$ cat src/rtl/huff_pkg.sv
// Shared types and sizes for the Huffman encoder/decoder pair.
package huff_pkg;
    localparam int W_NUM   = 8;
    localparam int W_BITS  = 3;
    localparam int MAX_LEN = W_NUM - 1;
    localparam int N_NODES = 2 * W_NUM - 1;

    typedef logic [2:0]          sym_t;
    typedef logic [W_BITS+2:0]   wsum_t;
    typedef logic [MAX_LEN-1:0]  code_t;
    typedef logic [2:0]          len_t;
    typedef logic [3:0]          nid_t;

    typedef enum logic [1:0] {
        ST_IDLE,
        ST_LOAD,
        ST_BUILD,
        ST_DECODE
    } state_t;
endpackage

$ cat src/rtl/huff_min2.sv
// Picks the two lightest live nodes; equal weights resolve to the smaller node ID.
module huff_min2
    import huff_pkg::*;
(
    input  wsum_t              node_w [N_NODES],
    input  logic [N_NODES-1:0] live,
    output nid_t               idx_a,
    output nid_t               idx_b
);
    wsum_t best_a, best_b;
    logic  found_a, found_b;

    // Strict less-than while scanning upward keeps the lower ID on ties.
    always_comb begin
        idx_a   = '0;
        best_a  = '0;
        found_a = 1'b0;
        for (int i = 0; i < N_NODES; i++) begin
            if (live[i] && (!found_a || node_w[i] < best_a)) begin
                found_a = 1'b1;
                best_a  = node_w[i];
                idx_a   = nid_t'(i);
            end
        end
        idx_b   = '0;
        best_b  = '0;
        found_b = 1'b0;
        for (int i = 0; i < N_NODES; i++) begin
            if (live[i] && nid_t'(i) != idx_a && (!found_b || node_w[i] < best_b)) begin
                found_b = 1'b1;
                best_b  = node_w[i];
                idx_b   = nid_t'(i);
            end
        end
    end
endmodule

$ cat src/rtl/huffman_dec.sv
// Serial Huffman decoder: rebuilds the code table from 8 weights, then decodes root-first bits.
// Define HUFF_DEC_ERR_EN to get the out_err pulse on truncated/unmatched codewords.
//
// state  | meaning
// IDLE   | waiting for weight 0
// LOAD   | capturing weights 1..7
// BUILD  | seven merge cycles, in_ready low
// DECODE | shifting codeword bits and matching against the table
module huffman_dec
    import huff_pkg::*;
(
    input  logic              clk,
    input  logic              rst_n,
    input  logic              in_valid,
    input  logic [W_BITS-1:0] in_weight,
    input  logic              in_code,
    output logic              in_ready,
    output logic              out_valid,
    output logic [2:0]        out_symbol,
    output logic              out_err
);
    state_t             state_q, state_d;
    sym_t               ld_idx_q;
    nid_t               ld_id;
    logic [2:0]         bld_tmr_q;
    logic               got_bit_q;
    logic [MAX_LEN-2:0] acc_q;
    len_t               cnt_q;
    wsum_t              node_w [N_NODES];
    logic [W_NUM-1:0]   node_m [N_NODES];
    logic [N_NODES-1:0] live_q;
    code_t              code_q [W_NUM];
    len_t               len_q  [W_NUM];
    nid_t               pick_a, pick_b, new_id;
    logic               accept, hit, ovf;
    code_t              acc_nxt;
    len_t               cnt_nxt;
    sym_t               hit_sym;
`ifdef HUFF_DEC_ERR_EN
    logic               err_q;
    assign out_err = err_q;
`else
    assign out_err = 1'b0;
`endif

    huff_min2 u_min2 (
        .node_w (node_w),
        .live   (live_q),
        .idx_a  (pick_a),
        .idx_b  (pick_b)
    );

    assign accept  = in_valid & in_ready;
    assign ld_id   = {1'b0, ld_idx_q};
    assign new_id  = 4'd14 - {1'b0, bld_tmr_q};
    assign acc_nxt = {acc_q, in_code};
    assign cnt_nxt = cnt_q + len_t'(1);
    assign ovf     = (cnt_nxt == len_t'(MAX_LEN)) && !hit;

    always_comb begin
        hit     = 1'b0;
        hit_sym = '0;
        for (int i = 0; i < W_NUM; i++) begin
            if (len_q[i] == cnt_nxt && code_q[i] == acc_nxt) begin
                hit     = 1'b1;
                hit_sym = sym_t'(i);
            end
        end
    end

    always_comb begin
        state_d = state_q;
        case (state_q)
            ST_IDLE:   if (accept) state_d = ST_LOAD;
            ST_LOAD:   if (accept && ld_idx_q == sym_t'(W_NUM - 1)) state_d = ST_BUILD;
            ST_BUILD:  if (bld_tmr_q == '0) state_d = ST_DECODE;
            ST_DECODE: if (!in_valid && got_bit_q) state_d = ST_IDLE;
            default:   state_d = ST_IDLE;
        endcase
    end

    always_ff @(posedge clk or negedge rst_n) begin
        if (!rst_n) begin
            state_q  <= ST_IDLE;
            in_ready <= 1'b0;
        end else begin
            state_q  <= state_d;
            in_ready <= (state_d != ST_BUILD);
        end
    end

    always_ff @(posedge clk or negedge rst_n) begin
        if (!rst_n) begin
            ld_idx_q   <= '0;
            bld_tmr_q  <= '0;
            got_bit_q  <= 1'b0;
            acc_q      <= '0;
            cnt_q      <= '0;
            live_q     <= '0;
            out_valid  <= 1'b0;
            out_symbol <= '0;
            for (int j = 0; j < N_NODES; j++) begin
                node_w[j] <= '0;
                node_m[j] <= '0;
            end
            for (int j = 0; j < W_NUM; j++) begin
                code_q[j] <= '0;
                len_q[j]  <= '0;
            end
`ifdef HUFF_DEC_ERR_EN
            err_q      <= 1'b0;
`endif
        end else begin
            out_valid  <= 1'b0;
            out_symbol <= '0;
`ifdef HUFF_DEC_ERR_EN
            err_q      <= 1'b0;
`endif
            case (state_q)
                ST_IDLE: if (accept) begin
                    for (int j = 0; j < N_NODES; j++) begin
                        node_w[j] <= '0;
                        node_m[j] <= '0;
                    end
                    for (int j = 0; j < W_NUM; j++) begin
                        code_q[j] <= '0;
                        len_q[j]  <= '0;
                    end
                    node_w[0] <= wsum_t'(in_weight);
                    node_m[0] <= W_NUM'(1);
                    live_q    <= N_NODES'(1);
                    ld_idx_q  <= sym_t'(1);
                    acc_q     <= '0;
                    cnt_q     <= '0;
                    got_bit_q <= 1'b0;
                end
                ST_LOAD: if (accept) begin
                    node_w[ld_id] <= wsum_t'(in_weight);
                    node_m[ld_id] <= W_NUM'(1) << ld_idx_q;
                    live_q[ld_id] <= 1'b1;
                    ld_idx_q      <= ld_idx_q + sym_t'(1);
                    bld_tmr_q     <= 3'd6;
                end
                ST_BUILD: begin
                    node_w[new_id] <= node_w[pick_a] + node_w[pick_b];
                    node_m[new_id] <= node_m[pick_a] | node_m[pick_b];
                    live_q[pick_a] <= 1'b0;
                    live_q[pick_b] <= 1'b0;
                    live_q[new_id] <= 1'b1;
                    // Codes grow leaf-to-root, so each new bit lands above the existing ones.
                    for (int i = 0; i < W_NUM; i++) begin
                        if (node_m[pick_a][i]) begin
                            len_q[i] <= len_q[i] + len_t'(1);
                        end else if (node_m[pick_b][i]) begin
                            code_q[i] <= code_q[i] | (code_t'(1) << len_q[i]);
                            len_q[i]  <= len_q[i] + len_t'(1);
                        end
                    end
                    if (bld_tmr_q != '0) bld_tmr_q <= bld_tmr_q - 3'd1;
                end
                ST_DECODE: begin
                    if (accept) begin
                        got_bit_q <= 1'b1;
                        if (hit) begin
                            out_valid  <= 1'b1;
                            out_symbol <= hit_sym;
                            acc_q      <= '0;
                            cnt_q      <= '0;
                        end else if (ovf) begin
                            acc_q <= '0;
                            cnt_q <= '0;
`ifdef HUFF_DEC_ERR_EN
                            err_q <= 1'b1;
`endif
                        end else begin
                            // A 7th bit always ends the codeword, so only 6 are ever held.
                            acc_q <= acc_nxt[MAX_LEN-2:0];
                            cnt_q <= cnt_nxt;
                        end
                    end else if (!in_valid && got_bit_q) begin
                        acc_q <= '0;
                        cnt_q <= '0;
`ifdef HUFF_DEC_ERR_EN
                        if (cnt_q != '0) err_q <= 1'b1;
`endif
                    end
                end
                default: ;
            endcase
        end
    end
endmodule

$ cat config.mk
export PLATFORM = sky130hd
export DESIGN_NAME = huffman_dec
export DESIGN_NICKNAME = d
export VERILOG_FILES = /design/src/rtl/huff_pkg.sv /design/src/rtl/huff_min2.sv /design/src/rtl/huffman_dec.sv
export SDC_FILE = /design/constraint.sdc
export NUM_CORES = 1
export LEC_CHECK = 0
export BUFFER_PORTS_ARGS = -buffer_cell sky130_fd_sc_hd__buf_2
export CORE_UTILIZATION = 39
export DETAILED_ROUTE_END_ITERATION = 8
export GPL_TIMING_DRIVEN = 1
export HOLD_SLACK_MARGIN = 0.08
export PLACE_DENSITY_LB_ADDON = 0.2
export SLEW_MARGIN = 30
export SYNTH_ARGS = -nofsm -noshare
export SYNTH_HDL_FRONTEND = slang
export SYNTH_HIERARCHICAL = 1
export SYNTH_SLANG_ARGS = --single-unit
export TNS_END_PERCENT = 1
$ cat constraint.sdc
create_clock -name clk -period 91.2 [get_ports clk]
set_input_delay 4.56 -clock clk [delete_from_list [all_inputs] [get_ports clk]]
set_output_delay 4.56 -clock clk [all_outputs]
set_load 0.01 [all_outputs]
Word level (Yosys, flattened, before mapping)
Cells that the tools add are included.

storage, ports and cells
  register bits after elaboration = 328
  latch bits = 0
  RAM bits = 0
  memory bits (read-only) = 0
  input bits = 7
  word-level logic and storage cells = 561
  memories kept = 0

operators by class
  add/subtract/negate cells = 13
  $mul = 0
  divide/modulo/power cells = 0
  magnitude comparators = 42
  equal/unequal tests = 65
  shift operators = 9
  muxes and demuxes = 208
  bitwise gates (word level) = 20
  reductions and logical operators = 148

operators by type and width
  cell                                              number
  case mux 120 bit (3 select lines)                 1
  case mux 90 bit (3 select lines)                  1
  bitwise mux 120 bit                               2
  two-way mux 120 bit                               2
  two-way mux 6 bit                                 39
  bitwise mux 90 bit                                2
  two-way mux 90 bit                                2
  less-than comparator 6 bit                        28
  two-way mux 3 bit                                 42
  two-way mux 7 bit                                 16
  case mux 56 bit (2 select lines)                  1
  binary-select mux 8 bit (select 4 bit)            2
  demux 8 bit (select 4 bit)                        2
  logical AND 1 bit                                 60
  == test 7 bit                                     8
  two-way mux 4 bit                                 14
  two-way mux 56 bit                                1
  bitwise OR 7 bit                                  8
  left shift 1 x 3 -> 7 bit (first input constant)  8
  binary-select mux 6 bit (select 4 bit)            2
  demux 6 bit (select 4 bit)                        2
  two-way mux 1 bit                                 48
  two-way mux 8 bit                                 6
  case mux 24 bit (2 select lines)                  1
  other kinds (48)                                  207

Longest topological paths before layout
Gate-level depths: netlist (run 1).

  word-level depth = 124
  gate-level depth with buffers = 305
  mapped depth without buffers = 283

Modules after synthesis
The synthesis (run 1) kept the hierarchy.

modules (own cells, without submodules)
  module       instances  cells each  area an instance (um2)
  huffman_dec  1          1848        19582.5
  huff_min2    1          1193        8116.5

Least setup slack after synthesis (run 1)
No wires, ideal clock.

  path kind = flip-flop to flip-flop
  start = register live_q[0]
  end = register node_w[64] in the netlist's numbering
  data arrival time = 51.629 ns
  data required time = 91.134 ns
  slack = 39.505 ns
  stages on the path, launching flop included = 282
  buffers on the path = 23
  period minus slack after synthesis = 51.695 ns
  cells stage by stage = dfrtp_1 buf_2 nand2_1 ha_1 and3_2 a221o_1 o21ai_2 nand2_1 o21ai_0 inv_1 ha_1 and4_1 a221oi_1 nand2_1 a41o_1 and3_1 or2_2 ha_1 (+246 left out) nand2b_1 a211oi_1 nor4bb_1 a211o_1 buf_4 buf_6 buf_2 buf_1 mux4_2 mux4_2 ha_1 fa_1 a21o_1 a21oi_1 xnor2_1 nand2_1 o21ai_0 a22o_1

on the way
  word-level cells in the longest chain between the ends = 123
  elaborated cells on any way between the ends = 237

ends and longest elaborated chain
  item                                                             line                source
  start, declared                                                  huffman_dec.sv:31   logic [N_NODES-1:0] live_q;
  start signal, assigned                                           huffman_dec.sv:99   live_q <= '0;
  start signal, assigned                                           huffman_dec.sv:131  live_q <= N_NODES'(1);
  start signal, assigned by index                                  huffman_dec.sv:140  live_q[ld_id] <= 1'b1;
  two-way mux 6 bit or two-way mux 1 bit (tied branches)           huff_min2.sv:19     if (live[i] && (!found_a || node_w[i] < best_a)) begin
  less-than comparator 6 bit or logical NOT 1 bit (tied branches)  huff_min2.sv:19
  logical OR 1 bit                                                 huff_min2.sv:19
  logical AND 1 bit                                                huff_min2.sv:19
  two-way mux 6 bit or two-way mux 1 bit (tied branches)           huff_min2.sv:19
  less-than comparator 6 bit or logical NOT 1 bit (tied branches)  huff_min2.sv:19
  logical OR 1 bit                                                 huff_min2.sv:19
  logical AND 1 bit                                                huff_min2.sv:19
  (+107 left out)                                                  n/a
  two-way mux 4 bit *                                              huff_min2.sv:29     if (live[i] && nid_t'(i) != idx_a && (!found_b || node_w[i] < best_b)) begin
  net pick_b[1]                                                    huffman_dec.sv:34   nid_t pick_a, pick_b, new_id;
  NOT 4 -> 5 bit (implied by the code) *                           huffman_dec.sv:145  node_w[new_id] <= node_w[pick_a] + node_w[pick_b];
  binary-select mux 6 bit (select 4 bit) *                         huffman_dec.sv:145
  two-way mux 6 bit (implied by the code) * (2 in series)          huffman_dec.sv:145
  adder 6 bit *                                                    huffman_dec.sv:145
  bitwise mux 90 bit *                                             huffman_dec.sv:145
  case mux 90 bit (3 select lines) *                               huffman_dec.sv:119  case (state_q)
  end signal, assigned by index                                    huffman_dec.sv:138  node_w[ld_id] <= wsum_t'(in_weight);
  end signal, assigned by index                                    huffman_dec.sv:145
  end, declared                                                    huffman_dec.sv:29   wsum_t node_w [N_NODES];

The timed path passes the listed nets; every way through them passes the cells marked *. The select of a mux whose other input is x is not followed.
A chain may end at the register's enable or synchronous reset.

Worst setup path in the final report (run 1)
Ends and elaborated chain as after synthesis.

==> results of run 1 <==
## logic make-up (layout without fill, tap and decap cells)
| family | Yosys count | count (layout) | share of synthesized area |
|---|---|---|---|
| AO/OA/AOI/OAI | 997 | 997 | 0.2651 |
| AND/OR/NAND/NOR | 873 | 873 | 0.1539 |
| other | 1 | 1 | 0.0001354 |
| adder cells (fa/ha/maj) | 181 | 181 | 0.08176 |
| buffers and inverters | 342 | 289 | 0.05294 |
| multiplexers | 222 | 222 | 0.1182 |
| XOR/XNOR | 97 | 97 | 0.03162 |
| flip-flops | 328 | 328 | 0.2963 |
## synth_stat cells (all sizes together) (10+ instances only)
| master | n |
|---|---|
| a211oi | 36 |
| a21o | 46 |
| a21oi | 145 |
| a221o | 14 |
| a221oi | 29 |
| a222oi | 13 |
| a22o | 134 |
| a22oi | 28 |
| a2bb2oi | 18 |
| a31oi | 43 |
| a32o | 18 |
| a41oi | 10 |
| and2 | 21 |
| and3 | 20 |
| buf | 85 |
| clkbuf | 93 |
| dfrtp | 328 |
| ha | 177 |
| inv | 160 |
| mux2 | 25 |
| mux2i | 116 |
| mux4 | 81 |
| nand2 | 316 |
| nand2b | 28 |
| nand3 | 56 |
| nand3b | 12 |
| nand4 | 33 |
| nor2 | 203 |
| nor2b | 28 |
| nor3 | 41 |
| nor4 | 13 |
| o211ai | 27 |
| o21a | 16 |
| o21ai | 198 |
| o221ai | 15 |
| o22ai | 39 |
| o2bb2ai | 37 |
| o311ai | 15 |
| o31ai | 15 |
| or2 | 29 |
| or3 | 23 |
| xnor2 | 51 |
| xor2 | 46 |
## routing by layer
layer | share of wire | GRT usage | routed length (µm)
met5 | 0 | 0 | 0
met4 | 0.021 | 0.06511 | 2193
met3 | 0.094 | 0.06247 | 10010
met2 | 0.43 | 0.4327 | 45590
met1 | 0.46 | 0.4353 | 48730
## state kept, by name, summed over array words and instances, names as in the netlist
register    cells
len_q          24
in_ready        1
got_bit_q       1
cnt_q           3
live_q         15
state_q         2
out_valid       1
bld_tmr_q       3
code_q         56
acc_q           6
node_m        120
out_symbol      3
ld_idx_q        3
node_w         90
## final cells by class
cell class,instances,area share
clock buffer,55,0.03723
clock inverter,11,0.002527
inverter,164,0.02072
multi-input combinational,2371,0.6090
tap,940,0.03959
timing repair buffer,59,0.01470
sequential,328,0.2763
## worst max-delay path, delay by kind of cell, from the launching register on
family / cells / cell delay (ns)
AOI/OAI and AO/OA: 123 / 31.23
xor gates and xnor gates: 1 / 0.32
adders and majority gates: 30 / 8.60
buffers and inverters: 23 / 2.69
DFF: 1 / 0.65
muxes: 17 / 6.15
and+or+nand+nor: 66 / 12.26
## how the worst max path moves through the flow
stage              start          to  slack (ns)
5_1_grt        live_q[0]  node_w[64]       24.89
4_1_cts        live_q[0]  node_w[64]       30.33
3_3_place_gp   live_q[0]  node_w[64]       32.31
2_1_floorplan  live_q[0]  node_w[64]       39.50
3_5_place_dp   live_q[0]  node_w[10]       30.54
6_report       live_q[0]  node_w[64]       29.05
## stage by stage
stage	instance area [µm²]	setup slack [ns]	utilization	std cells	hold WS, ns
2_1_floorplan	27700	39.50	-	3041	0.4319
5_1_grt	29710	24.89	0.4235	3928	0.5273
3_3_place_gp	28500	32.31	0.4062	3862	0.4766
4_1_cts	29700	30.33	0.4234	3928	0.5072
6_report	29710	29.05	0.4235	3928	0.4990
3_5_place_dp	28520	30.54	0.4065	3862	0.4948
==> results.toml, run 1 <==
[sta]
worst_clock_skew_ns = 0.01363
setup-violations-final = 0
timing.setup.tns_ns = 0
finalCritPeriodShare = 0.6815
grt_setup_unrepaired = "no"
slew_headroom = 0.2836
worstMarginPinSlew_ns = 1.072
hold_viol_final = 0
clock.fmax_ghz = 0.01609
slew_viol_final = 0
period_needed_ns = 62.15

[grt]
grt_pass1_wl_um = 161300
grt_pass1_vias = 24810
antenna_found_initial = 0
overflow = 0
grt_util_all_layers = 0.2934
grt_start_max_net_pins = 98

[clock_network]
cts_setup_buffers = 0
cts_sinks = 328
holdBufCountCts = 0
cts_tree = "done"
clk_latency_ns = 0.58
post_cts_resized = 0
clk_path_buf_depth = 3
cts_max_level = 2
numCtsBuffers = 39
path_clk_slew_ns = 0.06
cts_root_buffer = "clkbuf_16"

[synthesis]
synth_cell_type_count = 127
synthArstFlopShare = 1.000
synth_top_area_cell = "dfrtp_1"
netlist_instances = 3041
synth_area_leaders = "dfrtp_1 30%, ha_1 8.0%, mux4_2 6.6%"
synthesis.nets = 3226
yosysWarnings = 6
ys_ff_latch = 328
synth_edf_count = 0
avgSynthCellArea_um2 = 9.109
synth_top_area_share = 0.2963
synth_flop_cell = "dfrtp_1"
syn_area_mm2 = 0.02770
ys_seq_area_frac = 0.2963

[placed_design]
hpwlAfterDp_um = 78290
port_buffers = 11
place_congestion = 0.9682

[worst_setup_path]
r2r_setup_slack_ns = 29.05
rr_worst_depth = 260
slowest_stage = "a211o_2"
cp.required_ns = 91.71
cp_slowest_stage_delay_ns = 0.81
cp-end-kind = "flip-flop"
crit_fanout = 34
timing.rr.start = "live_q[0]"
crit_top_cell = "ha_1"
start_kind = "flip-flop"
worstReg2RegEnd = "node_w[64]"
worstSetupPathType = "reg -> reg"
crit_arrival_ns = 62.66

[route]
drc = 0
routedWlPerCell_um = 27.12
first_pass_iters = 9
viasPerCell = 6.569
vias = 25800
routed_wl_um = 106500
postRouteAntennaNets = 0
drt-initial-drc-count = 3127

[finish]
mostFrequentLayoutCell = "dfrtp_1"
drive_gt1_frac = 0.1074
antennaDiodeCount = 0
regArea_mm2 = 0.008208
fillers = 6902
final_cell_mix = "328 x dfrtp_1, 313 x nand2_1, 200 x nor2_1"
multi_input_area_mm2 = 0.01809
final_nets = 3148
area_growth_pct = 7.259

[floorplan]
ios = 13
die_x_um = 268.5
die_y_um = 268.5
die-area_mm2 = 0.07209
coreArea_mm2 = 0.07015
rows = 97
start_util = 0.3949

[flow_run]
maxCapViolCount = 0

[hold_path]
min_from = "code_q[35]"
hold_path_class = "reg -> reg"
min_path_cells = 2
min_to = "code_q[35]"

[run_status]
outcome = "completed"
Power of run 1 is left out: the tool's default activity adds up to more than one toggle a clock period on the data nets, which glitch-free logic cannot reach.
==> inputs of run 2 (changes only) <==
--- a/config.mk
+++ b/config.mk
@@ -5,6 +5,7 @@
 export SDC_FILE = /design/constraint.sdc
 export NUM_CORES = 1
 export LEC_CHECK = 0
+export ABC_AREA = 1
 export BUFFER_PORTS_ARGS = -buffer_cell sky130_fd_sc_hd__buf_2
 export CORE_UTILIZATION = 39
 export DETAILED_ROUTE_END_ITERATION = 8
==> constraint.sdc (replaced) <==
create_clock -name clk -period 50.3 [get_ports clk]
set_input_delay 2.515 -clock clk [delete_from_list [all_inputs] [get_ports clk]]
set_output_delay 2.515 -clock clk [all_outputs]
set_load 0.01 [all_outputs]
==> results.toml, run 2 <==
[run_status]
outcome = "completed"

[flow_run]
maxCapViolCount = 0

[worst_setup_path]
r2r_setup_slack_ns = 9.67
timing.rr.start = "live_q[0]"
slowest_stage = "inv_2"
crit_arrival_ns = 41.07
cp.required_ns = 50.74
rr_worst_depth = 243
worstReg2RegEnd = "node_w[76]"
cp_slowest_stage_delay_ns = 0.78
crit_top_cell = "nand2_1"
start_kind = "flip-flop"
cp-end-kind = "flip-flop"
worstSetupPathType = "reg -> reg"
crit_fanout = 38

[finish]
fillers = 7665
reg_top3 = "node_m: 120 flops, node_w: 90 flops, code_q: 56 flops"
mostFrequentLayoutCell = "nand2_1"
multi_input_area_mm2 = 0.01753
drive_gt1_frac = 0.08105
largest_reg_flops = 120
antennaDiodeCount = 0
regArea_mm2 = 0.008208
final_cell_mix = "1243 x nand2_1, 547 x inv_1, 328 x dfrtp_1"
area_growth_pct = 5.991
final_cell_area_mm2 = 0.03072
final_nets = 4423
top_register = "node_m"

[synthesis]
synth_flop_cell = "dfrtp_1"
synth_area_leaders = "dfrtp_1 28%, nand2_1 16%, ha_1 7.6%"
yosysMostFrequentCell = "nand2_1"
synth_edf_count = 0
ys_ff_latch = 328
yosysWarnings = 6
avgSynthCellArea_um2 = 6.684
synth_top_area_cell = "dfrtp_1"
synthesis.nets = 4522
syn_area_mm2 = 0.02899
synth_top_area_share = 0.2832
ys_seq_area_frac = 0.2832
netlist_instances = 4337
synth_cell_type_count = 72
synthArstFlopShare = 1.000
synthTopCellsByCount = "1244 x nand2_1, 549 x inv_1, 328 x dfrtp_1, 317 x o21ai_0, 251 x nor2_1"

[sta]
worst_clock_skew_ns = 0.02846
worstMarginPinSlew_ns = 1.058
slew_viol_final = 0
clock.fmax_ghz = 0.02461
grt_setup_unrepaired = "no"
hold_viol_final = 0
period_needed_ns = 40.63
fin_ws_ns = 9.672
setup-violations-final = 0
finalCritPeriodShare = 0.8077
timing.setup.tns_ns = 0
slew_headroom = 0.2944

[route]
routedWlPerCell_um = 20.71
vias = 29610
drt-initial-drc-count = 3156
first_pass_iters = 7
drc = 0
postRouteAntennaNets = 0
routed_wl_um = 108300
viasPerCell = 5.663

[clock_network]
clk_latency_ns = 0.59
cts_root_buffer = "clkbuf_16"
cts_setup_buffers = 0
numCtsBuffers = 40
holdBufCountCts = 0
path_clk_slew_ns = 0.06
cts_tree = "done"
cts_max_level = 2
clk_path_buf_depth = 3
cts_sinks = 328
post_cts_resized = 0

[hold_path]
min_path_cells = 2
min_from = "node_m[84]"
hold_path_class = "reg -> reg"
min_to = "node_m[84]"

[grt]
grt_pass1_wl_um = 166200
grt_util_all_layers = 0.2845
grt_pass1_vias = 27060
grt_start_max_net_pins = 139
antenna_found_initial = 1
overflow = 0

[floorplan]
start_util = 0.3960
die-area_mm2 = 0.07542
ios = 13
die_y_um = 274.6
die_x_um = 274.6
coreArea_mm2 = 0.07321
rows = 99

[placed_design]
port_buffers = 11
dpl_cell_area_mm2 = 0.02939
post-place-ws_ns = 10.28
hpwlAfterDp_um = 77940
place_congestion = 1.005
[run 2: how the worst max path moves through the flow]
stage | startpoint | end | slack, ns | cells past startpoint
5_1_grt | live_q[0] | node_w[58] | 5.54 | 242
4_1_cts | live_q[0] | node_w[52] | 10.26 | 243
2_1_floorplan | live_q[0] | node_w[28] | 15.43 | 273
3_3_place_gp | live_q[0] | node_w[70] | 11.34 | 244
6_report | live_q[0] | node_w[76] | 9.67 | 243
3_5_place_dp | live_q[0] | node_w[76] | 10.28 | 243
[run 2: worst max-delay path, delay by kind of cell, from the launching register on]
family                   cells  cell delay, ns
AO/OA/AOI/OAI               71           15.22
AND/OR/NAND/NOR            137           13.31
flip-flops                   1            0.60
XOR/XNOR                     1            0.68
buffers and inverters        4            1.28
adder cells (fa/ha/maj)     30            9.27
[run 2: through the flow]
stage | hold WS, ns | cells | util
final | 0.4758 | 5228 | 0.4197
after global routing | 0.4920 | 5228 | 0.4197
after CTS | 0.4797 | 5228 | 0.4197
after detailed placement | 0.4647 | 5155 | 0.4015
after global placement | 0.4618 | 5155 | 0.4014
after floorplan | 0.4488 | 4337 | -
[run 2: area by class of cell]
class | instances | share of cell area
clock buffers | 58 | 0.03743
multi-input cells | 3257 | 0.5706
clock inverters | 15 | 0.005946
repair buffers | 37 | 0.008878
inverters | 574 | 0.07094
well taps | 959 | 0.03906
flip-flops and latches | 328 | 0.2672
[run 2: cells by family after synthesis]
kind of cell | count (synthesis) | share of synthesized area
AND/OR/NAND/NOR | 1998 | 0.3004
buffers and inverters | 752 | 0.1134
adder cells (fa/ha/maj) | 178 | 0.07709
flip-flops | 328 | 0.2832
AO/OA/AOI/OAI | 1017 | 0.2068
XOR/XNOR | 63 | 0.01904
other | 1 | 0.0001294
[run 2: routing by layer]
metal | global-route usage | wire, µm
met1 | 0.4133 | 49040
met2 | 0.4189 | 45350
met3 | 0.05918 | 10350
met4 | 0.08728 | 3522
met5 | 0 | 9
Power of run 2 is left out for the same reason.
